[src/rtl/bht_predictor.sv]
`default_nettype none
// ============================================================================
//  Module   : bht_predictor
//  Purpose  : Gshare / bimodal branch-history-table predictor. A table of
//             2**IDX_W saturating counters, indexed by PC XOR global history,
//             answers fetch-stage requests one cycle later and trains on
//             branches resolved in execute.
//  Revision : 1.0 - initial release
// ============================================================================
module bht_predictor #(
   parameter int PC_W   = 32,
   parameter int IDX_W  = 4,
   parameter int CNT_W  = 2,
   parameter int HIST_W = 2
) (
   input  logic              clk,
   input  logic              rst_n,
   input  logic              req_valid,
   input  logic [PC_W-1:0]   req_pc,
   output logic              pred_valid,
   output logic              pred_taken,
   output logic [IDX_W-1:0]  pred_idx,
   input  logic              upd_valid,
   input  logic [IDX_W-1:0]  upd_idx,
   input  logic              upd_taken,
   input  logic              upd_mispred,
   output logic [15:0]       mispred_cnt
);

   localparam int             DEPTH   = 1 << IDX_W;
   localparam logic [CNT_W-1:0] CNT_RST = CNT_W'((1 << (CNT_W - 1)) - 1);
   localparam logic [CNT_W-1:0] CNT_MAX = {CNT_W{1'b1}};

   // Counter storage and history-derived index mask
   logic [CNT_W-1:0] cnt_tbl [DEPTH];
   logic [IDX_W-1:0] hist_ext;
   logic [IDX_W-1:0] req_idx;
   logic [CNT_W-1:0] upd_cur;
   logic [CNT_W-1:0] upd_next;

   // PC bits outside the index field never influence the prediction
   logic unused_pc_bits;
   assign unused_pc_bits = ^{req_pc[PC_W-1:IDX_W+2], req_pc[1:0]};

   // Global history register exists only for gshare builds
   generate
      if (HIST_W > 0) begin : g_hist
         logic [HIST_W-1:0] ghr;

         // Non-speculative history: shift in resolved outcomes only
         always_ff @(posedge clk) begin
            if (!rst_n) begin
               ghr <= '0;
            end else if (upd_valid) begin
               ghr <= (ghr << 1) | HIST_W'(upd_taken);
            end
         end

         assign hist_ext = IDX_W'(ghr);
      end else begin : g_no_hist
         assign hist_ext = '0;
      end
   endgenerate

   assign req_idx = req_pc[IDX_W+1:2] ^ hist_ext;

   // Saturating increment / decrement of the trained entry
   always_comb begin
      upd_cur  = cnt_tbl[upd_idx];
      upd_next = upd_cur;
      if (upd_taken) begin
         if (upd_cur != CNT_MAX) upd_next = upd_cur + CNT_W'(1);
      end else begin
         if (upd_cur != '0) upd_next = upd_cur - CNT_W'(1);
      end
   end

   // Counter table: reset to weak not-taken, write trained entry on update
   always_ff @(posedge clk) begin
      if (!rst_n) begin
         for (int i = 0; i < DEPTH; i++) begin
            cnt_tbl[i] <= CNT_RST;
         end
      end else if (upd_valid) begin
         cnt_tbl[upd_idx] <= upd_next;
      end
   end

   // Prediction register: table read sees pre-update contents (read-before-write)
   always_ff @(posedge clk) begin
      if (!rst_n) begin
         pred_valid <= 1'b0;
         pred_taken <= 1'b0;
         pred_idx   <= '0;
      end else begin
         pred_valid <= req_valid;
         if (req_valid) begin
            pred_taken <= cnt_tbl[req_idx][CNT_W-1];
            pred_idx   <= req_idx;
         end
      end
   end

   // Saturating misprediction counter
   always_ff @(posedge clk) begin
      if (!rst_n) begin
         mispred_cnt <= '0;
      end else if (upd_valid && upd_mispred && (mispred_cnt != 16'hFFFF)) begin
         mispred_cnt <= mispred_cnt + 16'd1;
      end
   end

endmodule
`default_nettype wire
[config.mk]
export PLATFORM = sky130hd
export DESIGN_NAME = bht_predictor
export DESIGN_NICKNAME = d
export VERILOG_FILES = /design/src/rtl/bht_predictor.sv
export SDC_FILE = /design/constraint.sdc
export NUM_CORES = 1
export LEC_CHECK = 0
export BUFFER_PORTS_ARGS = -buffer_cell sky130_fd_sc_hd__buf_2
export CELL_PAD_IN_SITES_DETAIL_PLACEMENT = 0
export CELL_PAD_IN_SITES_GLOBAL_PLACEMENT = 2
export CORE_MARGIN = 5
export CORE_UTILIZATION = 36
export CTS_CLUSTER_DIAMETER = 150
export CTS_CLUSTER_SIZE = 25
export DETAILED_ROUTE_END_ITERATION = 10
export PLACE_DENSITY = 0.81
export SYNTH_ARGS = -nofsm -noshare
export SYNTH_HDL_FRONTEND = slang
export SYNTH_SLANG_ARGS = --single-unit
[constraint.sdc]
create_clock -name clk -period 3.15 [get_ports clk]
set_clock_uncertainty 0.15 [all_clocks]
set_input_delay 0.315 -clock clk [delete_from_list [all_inputs] [get_ports clk]]
set_output_delay 0.315 -clock clk [all_outputs]
set_load 0.005 [all_outputs]
==> results.toml <==
[routing]
via_count = 2071
avgViaCountPerCell = 5.10
drc_errors = 0
first_pass_iters = 4
drt_wl_total_um = 6260
drt_iter0_drc = 136
wl_per_cell_um = 15.4
drtAntennaViolNets = 0

[sta]
layout_min_cycle_time_ps = 2290
finalCritPeriodShare_pct = 72.8
layout_setup_ws_ps = 858
rsz0062_at_grt = "false"
drv_slew = 0
max_freq_mhz = 436
fin_tns_setup_ps = 0
worst_slew_pin_slew_ps = 687
final_hold_viol_count = 0
slew-limit-headroom_pct = 54.1
setup_viol = 0

[min_path]
hp-class = "in2reg"
holdCritStartpoint = "upd_taken"
min_to = "g_hist.ghr[0]"
holdPathStages = 3

[clock_tree]
clock-sinks = 56
cts_tree = "built"
clock_latency_ps = 310
htree_levels = 2
numCtsBuffers = 5
hold_buffers = 0
post_cts_buffers = 0
path_clk_slew_ps = 100
cts_buffer_depth = 2
cts_resized = 0
clockRootBuffer = "clkbuf_8"

[critical_path]
r2r-end = "cnt_tbl[6][0]"
r2r-start = "cnt_tbl[3][1]"
cp_data_required_time_ps = 3030
critPathKind = "in2reg"
reg2reg_depth = 5
cp.arrival_ps = 2180
setup.worst_path.end_class = "flop"
startpoint_type = "primary input"
r2r_slack_ps = 910
worstPathMaxFanout = 16

[synth]
synth_ff_type = "edfxtp_1"
synth-edff-count = 32
synthArstFlopShare_pct = 0
ys_ff_latch = 56
synth_largest_area_cell = "edfxtp_1"
synth-seq-area-share_pct = 50.4
ys_warn_count = 0
avgSynthCellArea_um2 = 10.6
synth_top_area_share_pct = 33.6
yosysUniqueCellTypes = 33
synth_nets = 313
syn_inst = 270
ys_top_cells_by_area = "edfxtp_1, dfxtp_1, mux4_2, nand2_1, nand3_1"
netlist_area_um2 = 2860

[power]
power_density_nw_per_um2 = 446
power_leakage_uw = 0.00123
ir_drop_mv = 0.171

[run]
maxCapViolations = 0

[layout]
drive_gt1_share_pct = 20.4
multi_input_area_um2 = 1310
insertedDiodeCount = 0
syn2layout_area_growth_pct = 13.3
fillers = 758
fin_cells = 406
nNetsFinal = 346
seq_area_um2 = 1440

[grt]
grt_max_degree = 37
antenna_found_initial = 0
first_global_vias = 2037
grt_usage_pct = 13.4
overflow = 0
grt_first_pass_wirelength_um = 10400

[floorplan]
std_cell_rows = 32
core_um2 = 7730
initial_core_util_pct = 37.0
die_w_um = 99.2
dieArea_um2 = 9830
chipHeight_um = 99.2
pin_count = 64

[placement]
gp_congestion = 0.722
dp_hpwl_um = 4380
place_inst = 398
port_buffers = 35
place_ws_ps = 501

[run_status]
status = "completed"
==> cell usage after synthesis, drive strengths merged, types with 6 or more instances <==
master	count
nand3	25
edfxtp	32
nor2	23
xor2	11
nand2	40
nor2b	12
nand2b	6
mux2i	7
and2	14
inv	8
mux4	12
clkbuf	10
dfxtp	24
==> cells by family after synthesis <==
| family | Yosys count | synth area share [%] |
|---|---|---|
| adders and majority gates | 3 | 1.22 |
| buffers and inverters | 23 | 3.98 |
| xor gates and xnor gates | 16 | 4.90 |
| AOI/OAI and AO/OA | 13 | 3.41 |
| muxes | 19 | 11.9 |
| DFF | 56 | 50.4 |
| and+or+nand+nor | 140 | 24.2 |
==> critical path: stages <==
cell and delay (ps):
buf_2 350, mux4_2 580, a22oi_1 190, and3_1 200
maj3_2 400, nand3_1 120
==> sequential cells by signal, indices dropped and copies added (netlist names) <==
name,count
cnt_tbl,32
g_hist.ghr,2
mispred_cnt,16
pred_idx,4
pred_taken,1
pred_valid,1
==> placed cells by master, fill, tap and decap left out, drive strengths merged, types with 7 or more instances in the layout <==
cell type and n:
nor2b 12, mux4 12, nor2 23, dfxtp 24
buf 41, edfxtp 32, nand2 40, nand3 25
inv 8, xor2 11, and2 14, mux2i 7
==> metal layers <==
metal	part of all wire, %	global-route usage, %	vias up
li1	-	-	1029
met1	49	19.0	985
met2	45	20.8	51
met3	5.2	2.73	6
met4	1.4	4.10	0
met5	0	0	-
==> area by class of cell <==
| type | count | area share, % |
|---|---|---|
| flip-flops and latches | 56 | 44.5 |
| multi-input cells | 191 | 40.3 |
| repair buffers | 41 | 6.79 |
| well taps | 102 | 3.94 |
| clock buffers | 6 | 2.55 |
| clock inverters | 2 | 1.04 |
| inverters | 8 | 0.926 |
==> worst max path at each step <==
stage	startpoint	end	cells past startpoint
finish	upd_idx[0]	cnt_tbl[6][0]	6
floorplan	upd_idx[0]	cnt_tbl[2][0]	8
detailed placement	upd_idx[0]	cnt_tbl[0][0]	6
global route	upd_idx[0]	cnt_tbl[13][0]	6
CTS	upd_idx[0]	cnt_tbl[2][0]	6
global placement	upd_idx[0]	cnt_tbl[1][0]	6
==> power breakdown <==
part           internal, µW  switching [µW]  leakage (µW)
clock                   257             232     0.0000588
combinational          63.2            93.5      0.000691
sequential              791            10.3      0.000483
==> through the flow <==
step / power (µW) / hold WS [ps] / utilization (%) / instance area, µm²
after detailed placement: 979 / 346 / 40.4 / 3130
after CTS: 1470 / 136 / 42.0 / 3240
after global placement: 976 / 337 / 40.4 / 3130
final: 1450 / 149 / 42.0 / 3240
after floorplan: 927 / 325 / - / 2860
after global routing: 1510 / 163 / 42.0 / 3240
Power figures use the tool's default switching activity.
